### src/rtl/calc_pkg.sv
// calc_pkg: shared definitions for the UART calculator datapath.
//   - dtype codes, one-hot ALU op codes
//   - ASCII constants used by the command parser / result formatter
//   - parser state enum and small char-classification helpers
package calc_pkg;

  localparam logic [3:0] DT_UNSIGNED = 4'h1;
  localparam logic [3:0] DT_SIGNED   = 4'h2;

  localparam logic [4:0] OP_ADD = 5'h01;
  localparam logic [4:0] OP_SUB = 5'h02;
  localparam logic [4:0] OP_MUL = 5'h04;
  localparam logic [4:0] OP_DIV = 5'h08;

  localparam logic [7:0] ASCII_W     = 8'h57;
  localparam logic [7:0] ASCII_S     = 8'h53;
  localparam logic [7:0] ASCII_PLUS  = 8'h2B;
  localparam logic [7:0] ASCII_MINUS = 8'h2D;
  localparam logic [7:0] ASCII_STAR  = 8'h2A;
  localparam logic [7:0] ASCII_SLASH = 8'h2F;
  localparam logic [7:0] ASCII_CR    = 8'h0D;

  typedef enum logic [2:0] {
    ST_IDLE  = 3'd0,
    ST_SRC1  = 3'd1,
    ST_OPER  = 3'd2,
    ST_SRC2  = 3'd3,
    ST_TERM  = 3'd4,
    ST_ISSUE = 3'd5,
    ST_WAIT  = 3'd6
  } parser_state_t;

  // Type char to dtype code; 4'h0 means "not a type char".
  function automatic logic [3:0] dtype_from_char(input logic [7:0] c);
    logic [3:0] d;
    d = 4'h0;
    if (c == ASCII_W) d = DT_UNSIGNED;
    else if (c == ASCII_S) d = DT_SIGNED;
    return d;
  endfunction

  // Operator char to one-hot op code; 5'h00 means "not an operator".
  function automatic logic [4:0] op_from_char(input logic [7:0] c);
    logic [4:0] o;
    o = 5'h00;
    case (c)
      ASCII_PLUS:  o = OP_ADD;
      ASCII_MINUS: o = OP_SUB;
      ASCII_STAR:  o = OP_MUL;
      ASCII_SLASH: o = OP_DIV;
      default:     o = 5'h00;
    endcase
    return o;
  endfunction

endpackage

### src/rtl/ascii_hex_decode.sv
// ascii_hex_decode: combinational ASCII hex digit decoder.
//   ascii  in  8 : byte to classify
//   valid  out 1 : byte is '0'-'9', 'A'-'F' or 'a'-'f'
//   nibble out 4 : digit value (0 when not valid)
module ascii_hex_decode (
  input  logic [7:0] ascii,
  output logic       valid,
  output logic [3:0] nibble
);

  always_comb begin
    valid  = 1'b0;
    nibble = 4'h0;
    if (ascii >= 8'h30 && ascii <= 8'h39) begin
      valid  = 1'b1;
      nibble = ascii[3:0];
    end else if ((ascii >= 8'h41 && ascii <= 8'h46) ||
                 (ascii >= 8'h61 && ascii <= 8'h66)) begin
      // 'A'/'a' have low nibble 1, so adding 9 yields 10..15.
      valid  = 1'b1;
      nibble = ascii[3:0] + 4'd9;
    end
  end

endmodule

### src/rtl/alu_cmd_parser.sv
// alu_cmd_parser: assembles "<type><4 hex><op><4 hex><CR>" frames from the
// UART receiver and issues them to the ALU.
//   clk, rst            : clock, synchronous active-high reset
//   rx_data, rx_valid   : received byte and its one-cycle strobe
//   alu_done            : one-cycle completion pulse from the ALU
//   dtype, op           : data type code and one-hot operator
//   src1, src2          : operands, held from start until after alu_done
//   start               : one-cycle issue pulse
//   busy                : high from start through the alu_done cycle
//   frame_err           : pulse when a frame is rejected
//   overrun             : pulse when a byte is dropped while busy
module alu_cmd_parser
  import calc_pkg::*;
#(
  parameter int HEX_DIGITS = 4
) (
  input  logic        clk,
  input  logic        rst,
  input  logic [7:0]  rx_data,
  input  logic        rx_valid,
  input  logic        alu_done,
  output logic [3:0]  dtype,
  output logic [4:0]  op,
  output logic [15:0] src1,
  output logic [15:0] src2,
  output logic        start,
  output logic        busy,
  output logic        frame_err,
  output logic        overrun
);

  // Counter value of the final digit of an operand.
  localparam logic [1:0] LAST_DIGIT = 2'(HEX_DIGITS - 1);

  parser_state_t state_reg, state_next;

  logic [1:0]  digit_cnt_reg, digit_cnt_next;
  logic [3:0]  sh_dtype_reg,  sh_dtype_next;
  logic [4:0]  sh_op_reg,     sh_op_next;
  logic [15:0] sh_src1_reg,   sh_src1_next;
  logic [15:0] sh_src2_reg,   sh_src2_next;

  logic [3:0]  dtype_reg,     dtype_next;
  logic [4:0]  op_reg,        op_next;
  logic [15:0] src1_reg,      src1_next;
  logic [15:0] src2_reg,      src2_next;
  logic        start_reg,     start_next;
  logic        busy_reg,      busy_next;
  logic        frame_err_reg, frame_err_next;
  logic        overrun_reg,   overrun_next;

  logic        hex_valid;
  logic [3:0]  hex_nibble;
  logic [3:0]  rx_dtype;
  logic [4:0]  rx_op;
  logic        last_digit;

  ascii_hex_decode u_hex (
    .ascii  (rx_data),
    .valid  (hex_valid),
    .nibble (hex_nibble)
  );

  assign rx_dtype   = dtype_from_char(rx_data);
  assign rx_op      = op_from_char(rx_data);
  assign last_digit = (digit_cnt_reg == LAST_DIGIT);

  // State register.
  always_ff @(posedge clk) begin
    if (rst) state_reg <= ST_IDLE;
    else     state_reg <= state_next;
  end

  // Next-state logic.
  always_comb begin
    state_next = state_reg;
    case (state_reg)
      ST_IDLE: begin
        // Non-type bytes are line noise between frames: ignore quietly.
        if (rx_valid && rx_dtype != 4'h0) state_next = ST_SRC1;
      end
      ST_SRC1: begin
        if (rx_valid) begin
          if (!hex_valid)      state_next = ST_IDLE;
          else if (last_digit) state_next = ST_OPER;
        end
      end
      ST_OPER: begin
        if (rx_valid) state_next = (rx_op != 5'h00) ? ST_SRC2 : ST_IDLE;
      end
      ST_SRC2: begin
        if (rx_valid) begin
          if (!hex_valid)      state_next = ST_IDLE;
          else if (last_digit) state_next = ST_TERM;
        end
      end
      ST_TERM: begin
        if (rx_valid) state_next = (rx_data == ASCII_CR) ? ST_ISSUE : ST_IDLE;
      end
      ST_ISSUE: state_next = ST_WAIT;
      ST_WAIT: begin
        if (alu_done) state_next = ST_IDLE;
      end
      default: state_next = ST_IDLE;
    endcase
  end

  // Output / datapath logic: every output is produced as a _next value and
  // registered, so no input reaches an output combinationally.
  always_comb begin
    digit_cnt_next = digit_cnt_reg;
    sh_dtype_next  = sh_dtype_reg;
    sh_op_next     = sh_op_reg;
    sh_src1_next   = sh_src1_reg;
    sh_src2_next   = sh_src2_reg;
    dtype_next     = dtype_reg;
    op_next        = op_reg;
    src1_next      = src1_reg;
    src2_next      = src2_reg;

    start_next     = (state_reg == ST_TERM) && (state_next == ST_ISSUE);
    busy_next      = (state_next == ST_ISSUE) || (state_next == ST_WAIT);
    overrun_next   = rx_valid && ((state_reg == ST_ISSUE) || (state_reg == ST_WAIT));
    frame_err_next = rx_valid && (state_next == ST_IDLE) &&
                     ((state_reg == ST_SRC1) || (state_reg == ST_OPER) ||
                      (state_reg == ST_SRC2) || (state_reg == ST_TERM));

    case (state_reg)
      ST_IDLE: begin
        if (rx_valid && rx_dtype != 4'h0) begin
          sh_dtype_next  = rx_dtype;
          sh_op_next     = 5'h00;
          sh_src1_next   = 16'h0000;
          sh_src2_next   = 16'h0000;
          digit_cnt_next = 2'd0;
        end
      end
      ST_SRC1: begin
        if (rx_valid && hex_valid) begin
          sh_src1_next   = {sh_src1_reg[11:0], hex_nibble};
          digit_cnt_next = digit_cnt_reg + 2'd1;
        end
      end
      ST_OPER: begin
        if (rx_valid && rx_op != 5'h00) sh_op_next = rx_op;
      end
      ST_SRC2: begin
        if (rx_valid && hex_valid) begin
          sh_src2_next   = {sh_src2_reg[11:0], hex_nibble};
          digit_cnt_next = digit_cnt_reg + 2'd1;
        end
      end
      default: ;
    endcase

    // A rejected frame leaves nothing behind in the assembly registers.
    if (frame_err_next) begin
      sh_dtype_next  = 4'h0;
      sh_op_next     = 5'h00;
      sh_src1_next   = 16'h0000;
      sh_src2_next   = 16'h0000;
      digit_cnt_next = 2'd0;
    end

    // ALU-facing registers change only at issue and then hold through WAIT.
    if (start_next) begin
      dtype_next = sh_dtype_reg;
      op_next    = sh_op_reg;
      src1_next  = sh_src1_reg;
      src2_next  = sh_src2_reg;
    end
  end

  // Datapath and output registers.
  always_ff @(posedge clk) begin
    if (rst) begin
      digit_cnt_reg <= 2'd0;
      sh_dtype_reg  <= 4'h0;
      sh_op_reg     <= 5'h00;
      sh_src1_reg   <= 16'h0000;
      sh_src2_reg   <= 16'h0000;
      dtype_reg     <= 4'h0;
      op_reg        <= 5'h00;
      src1_reg      <= 16'h0000;
      src2_reg      <= 16'h0000;
      start_reg     <= 1'b0;
      busy_reg      <= 1'b0;
      frame_err_reg <= 1'b0;
      overrun_reg   <= 1'b0;
    end else begin
      digit_cnt_reg <= digit_cnt_next;
      sh_dtype_reg  <= sh_dtype_next;
      sh_op_reg     <= sh_op_next;
      sh_src1_reg   <= sh_src1_next;
      sh_src2_reg   <= sh_src2_next;
      dtype_reg     <= dtype_next;
      op_reg        <= op_next;
      src1_reg      <= src1_next;
      src2_reg      <= src2_next;
      start_reg     <= start_next;
      busy_reg      <= busy_next;
      frame_err_reg <= frame_err_next;
      overrun_reg   <= overrun_next;
    end
  end

  assign dtype     = dtype_reg;
  assign op        = op_reg;
  assign src1      = src1_reg;
  assign src2      = src2_reg;
  assign start     = start_reg;
  assign busy      = busy_reg;
  assign frame_err = frame_err_reg;
  assign overrun   = overrun_reg;

endmodule

### config.mk
export PLATFORM = sky130hd
export DESIGN_NAME = alu_cmd_parser
export DESIGN_NICKNAME = d
export VERILOG_FILES = /design/src/rtl/calc_pkg.sv /design/src/rtl/ascii_hex_decode.sv /design/src/rtl/alu_cmd_parser.sv
export SDC_FILE = /design/constraint.sdc
export NUM_CORES = 1
export LEC_CHECK = 0
export ABC_AREA = 1
export BUFFER_PORTS_ARGS = -buffer_cell sky130_fd_sc_hd__buf_2
export CAP_MARGIN = 10
export CELL_PAD_IN_SITES_DETAIL_PLACEMENT = 1
export CELL_PAD_IN_SITES_GLOBAL_PLACEMENT = 1
export CORE_UTILIZATION = 41
export DETAILED_ROUTE_END_ITERATION = 12
export PLACE_DENSITY_LB_ADDON = 0.1
export SLEW_MARGIN = 0
export SYNTH_ARGS = -nofsm -noshare
export SYNTH_HDL_FRONTEND = slang
export SYNTH_SLANG_ARGS = --single-unit
### constraint.sdc
create_clock -name clk -period 2.03 [get_ports clk]
set_input_delay 0.203 -clock clk [delete_from_list [all_inputs] [get_ports clk]]
set_output_delay 0.203 -clock clk [all_outputs]
set_load 0.03 [all_outputs]
==> metrics.md <==
| Metric | Value |
|---|---|
| Antenna diodes | `0` |
| Die area | `9781 um2` |
| Clock sink count | `85` |
| H-tree depth | `3` |
| Clk_lat worst skew | `360 ps` |
| Worst Clk Skew | `10.29 ps` |
| Critical path launch point type | `flop` |
| DRC Markers | `0` |
| Switch Pwr | `725.4 uW` |
| Internal power component | `2443 uW` |
| Die H | `98.90 um` |
| Crit share post-route | `94.30%` |
| PortBufs | `53` |
| Synth Instances | `519` |
| Avg Cell Area, Syn | `7.418 um2` |
| CP Class | `reg2reg` |
| Gate power share | `4.3%` |
| Cell Rows | `34` |
| Area after DPL | `4214 um2` |
| Post-DRT Antenna Nets | `0` |
| Area growth from synthesis to layout | `15.53%` |
| Yosys warning total | `0` |
| Area leader, netlist | `dfxtp_1` |
| Critical Path End Type | `flop` |
| Setup violators final | `0` |
| Net Sw Frac | `22.89%` |
| Status | `completed` |
| GP Congestion | `0.9558` |
| Reg clk slew, reported paths | `90 ps` |
| Slew Limit Fails | `0` |
| Aggregate negative setup slack | `0 ps` |
| Core Util, Final | `50.03%` |
| Setup crit end | `sh_src1_reg[3]$_SDFFE_PP0P_` |
| Chip width | `98.90 um` |
| RR Endpoint | `sh_src1_reg[3]$_SDFFE_PP0P_` |
| Mapped Area | `3850 um2` |
| Post-synthesis sequential area ratio | `44.20%` |
| Data required, critical path | `2270 ps` |
| Worst R2R Setup Slack | `120 ps` |
| Total power | `3169 uW` |
| Clock Path Buffers | `2` |
| CTS Buf Count | `9` |
| Critical Path Fanout Max | `22` |
| Fmax | `522.4 MHz` |
| Sequential power share | `52.7%` |
| Beginning of the critical path | `state_reg[1]$_SDFF_PP0_` |
| Starting density of the core | `43.30%` |
| Number of distinct library cells after synthesis | `34` |
| Detailed-placement wirelength estimate | `7.058 mm` |
| Worst vdd ir | `0.3460 mV` |
| Cell leakage power | `0.001710 uW` |
| Top cells by area, synth | `dfxtp_1, nand2_1, nor2_2` |
| Antenna violations before repair | `0` |
| Flip-flop and latch count after synthesis | `85` |
| Core Area | `8891 um2` |
| Pin count of the biggest net entering global routing | `29` |
| Via count | `3401` |
| Tmin final | `1914 ps` |
| Fraction of layout cells with a size suffix above 1 | `25.87%` |
| Final net count | `588` |
| RR Startpoint | `state_reg[1]$_SDFF_PP0_` |
| Global Route Usage Sum | `20.58%` |
| Clk pwr share | `43.0%` |
| DRT iter0 DRCs | `68` |
| Worst reg2reg path depth | `10` |
| Max-cap violations | `0` |
| Min Hold Slack | `180.4 ps` |
| Post-synth top area share | `44.20%` |
| Routed vias/inst | `4.972` |
| Hold/Removal Path Class | `in2reg` |
| DR WL/cell | `13.88 um` |
| Design area | `4448 um2` |
| Leading cell type in the layout, fill and taps excluded | `nand2_1` |
| I/O pins | `57` |
| Total wire length | `9.493 mm` |
| Most frequent cells in the layout | `nand2_1, dfxtp_1, buf_2` |
| RSZ-0062 raised after global routing | `no` |
| Remaining Overflow, GRT | `0` |
| Vias in the first global route | `3357` |
| Final Hold Fails | `0` |
| CTS tree | `done` |
| Critical path arrival | `2150 ps` |
| First-pass GRT wire length | `16.00 mm` |
| Root Driver | `clkbuf_8` |
| TritonRoute pass-1 iters | `4` |
| Pwr/cell area | `712.4 nW/um2` |
## worst min path at each step
| stage | to | start | depth (start not counted) | slack, ps |
|---|---|---|---|---|
| 2_1_floorplan | state_reg[2]$_SDFF_PP0_ | rx_valid | 2 | 390 |
| 3_3_place_gp | src1[14]$_SDFFE_PP0P_ | sh_src1_reg[14]$_SDFFE_PP0P_ | 2 | 450 |
| 3_5_place_dp | src1[11]$_SDFFE_PP0P_ | src1[11]$_SDFFE_PP0P_ | 2 | 450 |
| 4_1_cts | busy$_SDFF_PP0_ | alu_done | 3 | 160 |
| 5_1_grt | busy$_SDFF_PP0_ | alu_done | 3 | 200 |
| 6_report | busy$_SDFF_PP0_ | alu_done | 3 | 180 |
## layout make-up
| type | instances | area (um2) |
|---|---|---|
| Fill cell | 1153 | 4443 |
| Clock buffer | 10 | 137.6 |
| Clock inverter | 6 | 93.84 |
| Tap cell | 108 | 135.1 |
| Timing Repair Buffer | 68 | 440.4 |
| Inverter | 32 | 120.1 |
| Multi-Input combinational cell | 375 | 1817 |
| Sequential cell | 85 | 1704 |
## cell usage after synthesis (all sizes together)
library cell,number
nor4,1
nor3,7
or2,2
o21a,2
nand3,19
clkbuf,8
buf,21
a21boi,1
conb,1
o21ai,41
nor2,60
inv,32
nand4,4
a21oi,49
nand3b,2
dfxtp,85
a211oi,1
nand2,178
ha,5
## per-stage QoR
step,cells,setup WS [ps]
floorplan,521,390.8
global placement,668,4.444
detailed placement,668,-87.04
global route,684,8.214
CTS,684,38.75
finish,684,115.8
## what timing repair did
item | 4_1_cts | 5_1_grt
setup buffers | 0 | 0
hold buffers | 0 | 0
gates resized for setup | 0 | 2
endpoints found under the setup margin | 0 | 38
## power groups by stage
stage                     logic [uW]  registers, uW  clock network [uW]
after floorplan                  104           1710                   0
after global placement           133           1710                   0
after detailed placement         136           1710                   0
after CTS                        136           1670                1390
after global routing             150           1670                1470
final                            135           1670                1360
## per-layer routing
| metal | track usage, % | vias up | share of wire, % |
|---|---|---|---|
| met5 | 0 | - | 0 |
| met4 | 7.233 | 0 | 1.2 |
| met1 | 26.41 | 1597 | 47 |
| li1 | - | 1745 | - |
| met2 | 35.40 | 48 | 49 |
| met3 | 2.766 | 11 | 2.6 |
## logic make-up after synthesis
family | share of synthesized area (%)
AO/OA/AOI/OAI | 12.87
adder cells (fa/ha/maj) | 1.625
buffers and inverters | 8.807
flip-flops | 44.20
other | 0.09740
AND/OR/NAND/NOR | 32.40
## critical path, stage by stage (launching register included)
cell	delay, ps
dfxtp_2	390
inv_1	100
nand3_1	120
o21a_4	160
a21boi_1	250
nand3_1	130
nor2_1	160
nand2_2	100
nand2_4	120
buf_12	200
nor2_2	50
Note: power is estimated with default switching activity, not from simulation.
